File: config.mk
export PLATFORM = sky130hd
export DESIGN_NAME = fc_layer_sequencer
export DESIGN_NICKNAME = d
export VERILOG_FILES = /design/src/rtl/fc_layer_sequencer.sv
export SDC_FILE = /design/constraint.sdc
export NUM_CORES = 1
export LEC_CHECK = 0
export CAP_MARGIN = 20
export CORE_MARGIN = 2
export CORE_UTILIZATION = 35
export CTS_BUF_LIST = sky130_fd_sc_hd__clkbuf_8
export CTS_CLUSTER_DIAMETER = 200
export DETAILED_ROUTE_END_ITERATION = 12
export MAX_ROUTING_LAYER = met4
export PLACE_DENSITY = 0.74
export SYNTH_ARGS = -nofsm -noshare
export SYNTH_HDL_FRONTEND = slang
export SYNTH_SLANG_ARGS = --single-unit
File: constraint.sdc
create_clock -name clk -period 2.1 [get_ports clk]
set_clock_uncertainty 0.05 [all_clocks]
set_input_delay 0.42 -clock clk [delete_from_list [all_inputs] [get_ports clk]]
set_output_delay 0.42 -clock clk [all_outputs]
set_load 0.02 [all_outputs]
File: src/rtl/fc_layer_sequencer.sv
// fc_layer_sequencer: steps one fully-connected layer pass across the packed weight ROM.
// Each feature index k reads every neuron's weight plus the matching activation. Both are
// registered into one pipeline stage that feeds the parallel MAC array. The finished result
// is then held under a valid/ready handshake.
module fc_layer_sequencer #(
   parameter int NUM_INPUTS   = 16,
   parameter int NUM_NEURONS  = 16,
   parameter int WEIGHT_WIDTH = 8,
   parameter int ACT_WIDTH    = 8,
   parameter int ADDR_WIDTH   = (NUM_INPUTS > 1) ? $clog2(NUM_INPUTS) : 1
) (
   input  logic                                clk,
   input  logic                                rst_n,
   input  logic                                start,
   output logic                                busy,
   output logic                                done,
   output logic [ADDR_WIDTH-1:0]               rom_addr,
   input  logic [NUM_NEURONS*WEIGHT_WIDTH-1:0] rom_data,
   output logic [ADDR_WIDTH-1:0]               in_addr,
   input  logic [ACT_WIDTH-1:0]                in_data,
   output logic                                mac_clear,
   output logic                                mac_en,
   output logic                                mac_last,
   output logic [ACT_WIDTH-1:0]                mac_act,
   output logic [NUM_NEURONS*WEIGHT_WIDTH-1:0] mac_weights,
   output logic                                out_valid,
   input  logic                                out_ready
);

   typedef enum logic [2:0] {
      S_IDLE,
      S_CLEAR,
      S_RUN,
      S_DRAIN,
      S_OUT
   } state_t;

   // Index of the final feature; the counter parks here rather than wrapping.
   localparam logic [ADDR_WIDTH-1:0] K_LAST = ADDR_WIDTH'(NUM_INPUTS - 1);

   state_t                              state_q, state_d;
   logic [ADDR_WIDTH-1:0]               k_q, k_d;
   logic                                en_q, en_d;
   logic                                last_q, last_d;
   logic                                done_q, done_d;
   logic [ACT_WIDTH-1:0]                act_q, act_d;
   logic [NUM_NEURONS*WEIGHT_WIDTH-1:0] weights_q, weights_d;

   // State register, feature counter and the single data pipeline stage.
   always_ff @(posedge clk or negedge rst_n) begin
      if (!rst_n) begin
         state_q   <= S_IDLE;
         k_q       <= '0;
         en_q      <= 1'b0;
         last_q    <= 1'b0;
         done_q    <= 1'b0;
         act_q     <= '0;
         weights_q <= '0;
      end else begin
         state_q   <= state_d;
         k_q       <= k_d;
         en_q      <= en_d;
         last_q    <= last_d;
         done_q    <= done_d;
         act_q     <= act_d;
         weights_q <= weights_d;
      end
   end

   // Next state, counter step and pipeline capture.
   // A RUN cycle at index k produces the MAC beat for k on the following cycle.
   always_comb begin
      state_d   = state_q;
      k_d       = k_q;
      en_d      = 1'b0;
      last_d    = 1'b0;
      done_d    = 1'b0;
      act_d     = act_q;
      weights_d = weights_q;
      case (state_q)
         S_IDLE: begin
            if (start) begin
               state_d = S_CLEAR;
            end
         end
         S_CLEAR: begin
            k_d     = '0;
            state_d = S_RUN;
         end
         S_RUN: begin
            en_d      = 1'b1;
            act_d     = in_data;
            weights_d = rom_data;
            if (k_q == K_LAST) begin
               last_d  = 1'b1;
               state_d = S_DRAIN;
            end else begin
               k_d = k_q + ADDR_WIDTH'(1);
            end
         end
         S_DRAIN: begin
            state_d = S_OUT;
         end
         S_OUT: begin
            if (out_ready) begin
               done_d  = 1'b1;
               state_d = S_IDLE;
            end
         end
         default: begin
            state_d = S_IDLE;
         end
      endcase
   end

   // Outputs that depend only on the current state, the counter and the pipeline registers.
   always_comb begin
      busy        = (state_q != S_IDLE);
      mac_clear   = (state_q == S_CLEAR);
      out_valid   = (state_q == S_OUT);
      rom_addr    = (state_q == S_RUN) ? k_q : '0;
      in_addr     = (state_q == S_RUN) ? k_q : '0;
      mac_en      = en_q;
      mac_last    = last_q;
      mac_act     = act_q;
      mac_weights = weights_q;
      done        = done_q;
   end

endmodule

## After elaboration in Yosys (flattened, before gate mapping)

Cells that the tools add are included.
W data, S select, Z words.

| cells by class | value |
|---|---|
| shift-type cells | 0 |
| divide/modulo/power cells | 0 |
| reduce and logical (&&, ||, !) cells | 5 |
| order comparisons | 0 |
| add/sub/neg operators | 1 |
| multipliers | 0 |
| bitwise operators | 0 |
| muxes and demuxes | 12 |
| eq/ne operators | 9 |

Operators by type and width:

| cell | count |
|---|---|
| $pmux W3 S5 | 1 |
| $mux W3 | 3 |
| $mux W4 | 2 |
| $pmux W4 S2 | 1 |
| $eq A3 B2 Y1 const B | 2 |
| $ne A2 B2 Y1 const B | 3 |
| $mux W1 | 5 |
| $add A4 B1 Y4 const B | 1 |
| $eq A4 B4 Y1 const B | 1 |
| $eq A3 B1 Y1 const B | 1 |
| $eq A3 B3 Y1 const B | 1 |
| $logic_not A3 Y1 | 1 |
| $reduce_and A3 Y1 | 1 |
| $reduce_bool A3 Y1 | 1 |
| $ne A2 B1 Y1 const B | 1 |
| $reduce_and A2 Y1 | 1 |
| $reduce_bool A2 Y1 | 1 |

| storage, ports and cells | value |
|---|---|
| flip-flop bits (word level) | 146 |
| memories | 0 |
| output and inout port bits | 150 |
| memory bits (read-only) | 0 |
| bits in writable memories | 0 |
| latch bits | 0 |

## Depth between registers and ports, before layout

Gate-level depths: netlist of the first run.

| depth | value |
|---|---|
| depth after elaboration | 3 |
| gate-level depth with buffers | 7 |
| depth with buffers taken out | 4 |

## Worst setup path after synthesis of the first run

No wires, ideal clock.

| path | value |
|---|---|
| path type | reg2out |
| start point | register state_q[0] |
| end point | output rom_addr[1] |
| buffers on the path | 3 |
| cell stages (with the launch flop) | 7 |
| path slack | 0.031 ns |
| arrival time | 1.599 ns |
| required time | 1.630 ns |
| cells stage by stage | dfrtp_1 or3b_1 buf_4 inv_6 buf_2 and2_1 buf_4 |

| between the ends | value |
|---|---|
| word-level cells in the longest chain between the ends | 2 |

RTL lines:

| what | line | text |
|---|---|---|
| start: declaration | 41 | `state_t state_q, state_d;` |
| start signal: assignment | 60 | `state_q <= state_d;` |
| $eq A3 B2 Y1 | -- |  |
| $mux W4 | -- |  |
| end: declaration | 17 | `output logic [ADDR_WIDTH-1:0] rom_addr,` |

Every way passes these cells.

## Final worst setup path of the first run

| path | value |
|---|---|
| start point | register state_q[2] |
| end point | output in_addr[1] |

| between the ends | value |
|---|---|
| word-level cells in the longest chain between the ends | 2 |

RTL lines:

| what | line | text |
|---|---|---|
| $eq A3 B2 Y1 | 122 | `in_addr = (state_q == S_RUN) ? k_q : '0;` |
| $mux W4 | 122 |  |
| end: declaration | 19 | `output logic [ADDR_WIDTH-1:0] in_addr,` |

Every way passes these cells.

==> results of run 1 <==
power by group:
| part | leakage, nW | switching [mW] | internal, mW |
|---|---|---|---|
| Sequential | 1.81 | 0.708 | 4.20 |
| Combinational | 2.52 | 4.44 | 3.51 |
| Clock | 0.200 | 1.07 | 1.17 |
flip-flops by register name, summed over array words and instances, names as in the netlist:
signal       flops
mac_weights    128
mac_act          8
k_q              4
state_q          3
done             1
mac_en           1
mac_last         1
metrics by stage:
stage / cells / setup TNS (ns) / hold WS, ns / power, mW
2_1_floorplan: 626 / 0 / 0.0744 / 9.35
4_1_cts: 1146 / -0.272 / 0.421 / 15.3
6_report: 1145 / 0 / 0.424 / 15.1
5_1_grt: 1145 / -0.658 / 0.435 / 16.2
3_5_place_dp: 1112 / -0.471 / 0.335 / 12.9
3_3_place_gp: 1112 / -0.361 / 0.341 / 12.8
cell usage after synthesis:
master | number | area, um^2
a21oi_1 | 2 | 10.0
and2_1 | 5 | 31.3
and3_1 | 1 | 6.26
buf_1 | 2 | 7.51
buf_2 | 8 | 40.0
buf_4 | 6 | 45.0
buf_6 | 18 | 203
clkbuf_1 | 2 | 7.51
dfrtp_1 | 146 | 3650
ha_1 | 1 | 12.5
inv_1 | 2 | 7.51
inv_6 | 1 | 8.76
mux2i_1 | 2 | 20.0
nand2_1 | 413 | 1550
nand2_2 | 1 | 6.26
nand3_1 | 3 | 15.0
nand3b_1 | 1 | 7.51
nor2_1 | 3 | 11.3
nor4_1 | 1 | 6.26
o21a_1 | 1 | 7.51
o21ai_0 | 3 | 15.0
or3_1 | 1 | 6.26
or3b_1 | 1 | 8.76
or3b_2 | 1 | 8.76
xor2_1 | 1 | 8.76
layer usage:
layer,track usage,vias to the layer above
met5,-,-
met4,0.0537,0
met3,0.0548,15
met2,0.312,183
met1,0.247,2345
li1,-,2461
worst paths after layout:
check	start	end	cells past startpoint
min in group asynchronous	rst_n	mac_weights[92]	2
max reg2reg	state_q[2]	k_q[1]	6
min reg2reg	mac_weights[37]	mac_weights[37]	2
max in group asynchronous	rst_n	mac_weights[32]	3
max	state_q[2]	in_addr[1]	4
min	mac_weights[37]	mac_weights[37]	2
worst reg2reg max path, delay by kind of cell (launching register included):
family,cells,cell delay [ns]
compound gates,1,0.10
simple gates,2,0.67
flops,1,0.38
buf+inv,3,0.52
what timing repair did:
item                       4_1_cts  5_1_grt
setup endpoints to repair       11       12
pin swaps                        1        0
hold buffers                     1        0
resized for setup               69        7
setup buffers                    1        0
hold endpoints to repair        40        0
kinds of logic after synthesis:
group                    Yosys count  synth area share
AND/OR/NAND/NOR                  431             0.291
adder cells (fa/ha/maj)            1           0.00219
flip-flops                       146             0.640
buffers and inverters             39            0.0559
AO/OA/AOI/OAI                      6           0.00570
multiplexers                       2           0.00351
XOR/XNOR                           1           0.00154
layout make-up:
cell class / instances / area, um^2 / area share
clock inverter: 15 / 169 / 0.0184
tap: 216 / 270 / 0.0294
inverter: 3 / 18.8 / 0.00204
multi-input combinational: 441 / 1750 / 0.191
clock buffer: 17 / 234 / 0.0255
timing repair buffer: 307 / 3080 / 0.336
sequential: 146 / 3650 / 0.398
placed cells by master, fill, tap and decap left out, drive strengths merged:
cell type,netlist,final
bufinv,0,3
a21oi,2,2
and3,1,1
xor2,1,1
nor4,1,1
clkbuf,2,17
o21ai,3,3
nand3b,1,1
or3b,2,2
dlygate4sd3,0,1
buf,34,29
mux2i,2,2
clkdlybuf4s50,0,277
clkinv,0,5
nand2,414,414
dfrtp,146,146
nand3,3,3
ha,1,1
or3,1,1
o21a,1,1
clkinvlp,0,4
nor2,3,3
and2,5,5
inv,3,6
==> flow_metrics.env, run 1 <==
export IMPL_status="complete, no violations"
export IMPL_final_util=0.578
export IMPL_crit_type="reg2out"
export IMPL_initialDrtViolationCount=204
export IMPL_clk_path_buf_depth=2
export IMPL_p_leak_nw=4.53
export IMPL_syn_nets=767
export IMPL_totalWireLength_um=16000
export IMPL_slew_violations=0
export IMPL_num_rows=46
export IMPL_cts_sinks=146
export IMPL_cts_made_buffers=17
export IMPL_tightest_slew_ns=0.751
export IMPL_vias=5004
export IMPL_setup_viol=0
export IMPL_arrival_ns=1.63
export IMPL_grt_overflow=0
export IMPL_worst_slack_ns=0.00262
export IMPL_rsz0062_at_grt="true"
export IMPL_end_kind="output port"
export IMPL_path_delay_family="simple AND/OR/NAND/NOR gates"
export IMPL_numPortBuffers=289
export IMPL_fillCellCount=1425
export IMPL_cts_htree_levels=4
export IMPL_grt_max_degree=100
export IMPL_syn_avg_cell_area_um2=9.11
export IMPL_cts_tree="built"
export IMPL_antenna_found_initial=0
export IMPL_synth_cells=626
export IMPL_ir_drop_uv=1040
export IMPL_diodes=0
export IMPL_fin_nets=1057
export IMPL_io_pins=290
export IMPL_wl_met2_um=7750
export IMPL_wl_per_cell_um=14.0
export IMPL_start_kind="register"
export IMPL_place_area_um2=8730
export IMPL_drive_gt1_frac=0.0743
export IMPL_dp_hpwl_um=11500
export IMPL_top_layer_used="met4"
export IMPL_reg2reg_slack_ns=0.26
export IMPL_cp_cell_sequence="or3b_4 > inv_8 > and2_4 > buf_6"
export IMPL_period_minus_slack_ns=2.10
export IMPL_area_growth_syn_to_layout_pct=61.0
export IMPL_synth_seq_area_share=0.640
export IMPL_die_h_um=132
export IMPL_grt_pass1_vias=5076
export IMPL_min_path_type="reg2reg"
export IMPL_ant_nets=0
export IMPL_gp_congestion=0.766
export IMPL_critPathBufInv=2
export IMPL_slew_headroom=0.499
export IMPL_drv_cap=0
export IMPL_hold_viol_final=0
export IMPL_post_place_ws_ns=-0.0837
export IMPL_max_stage_delay_ns=0.44
export IMPL_route_detailed_drc=0
export IMPL_slowest_stage="or3b_4"
export IMPL_grt_use_total=0.196
export IMPL_p_per_area_nw_per_um2=1640
export IMPL_yosysWarnings=0
export IMPL_fin_area_um2=9180
export IMPL_crit_required_ns=1.63
export IMPL_grt_pass1_wl_um=26200
export IMPL_initial_core_util=0.359
export IMPL_wl_met3_um=974
export IMPL_root_buffer="clkbuf_8"
export IMPL_die_x_um=132
export IMPL_max_freq_mhz=477
export IMPL_die_area_um2=17300
export IMPL_clkTransAtPathRegs_ns=0.08
export IMPL_fin_crit_sh=0.999
export IMPL_netlist_area_um2=5700
export IMPL_wl_met1_um=7030
export IMPL_crit_fanout=8
export IMPL_dr_pass1_iters=4
export IMPL_synth_cell_types=25
export IMPL_clock_latency_ns=0.42
export IMPL_coreArea_um2=15900
export IMPL_via_per_inst=4.37
export IMPL_ys_seq_elements=146
(Power assumes the default switching activity.)
==> run 2, diff against run 1 <==
CAP_MARGIN = not set   (was 20)
CTS_CLUSTER_DIAMETER = 60   (was 200)
==> results of run 2 <==
The final DEF is identical to that of run 1; final timing and power are the same.
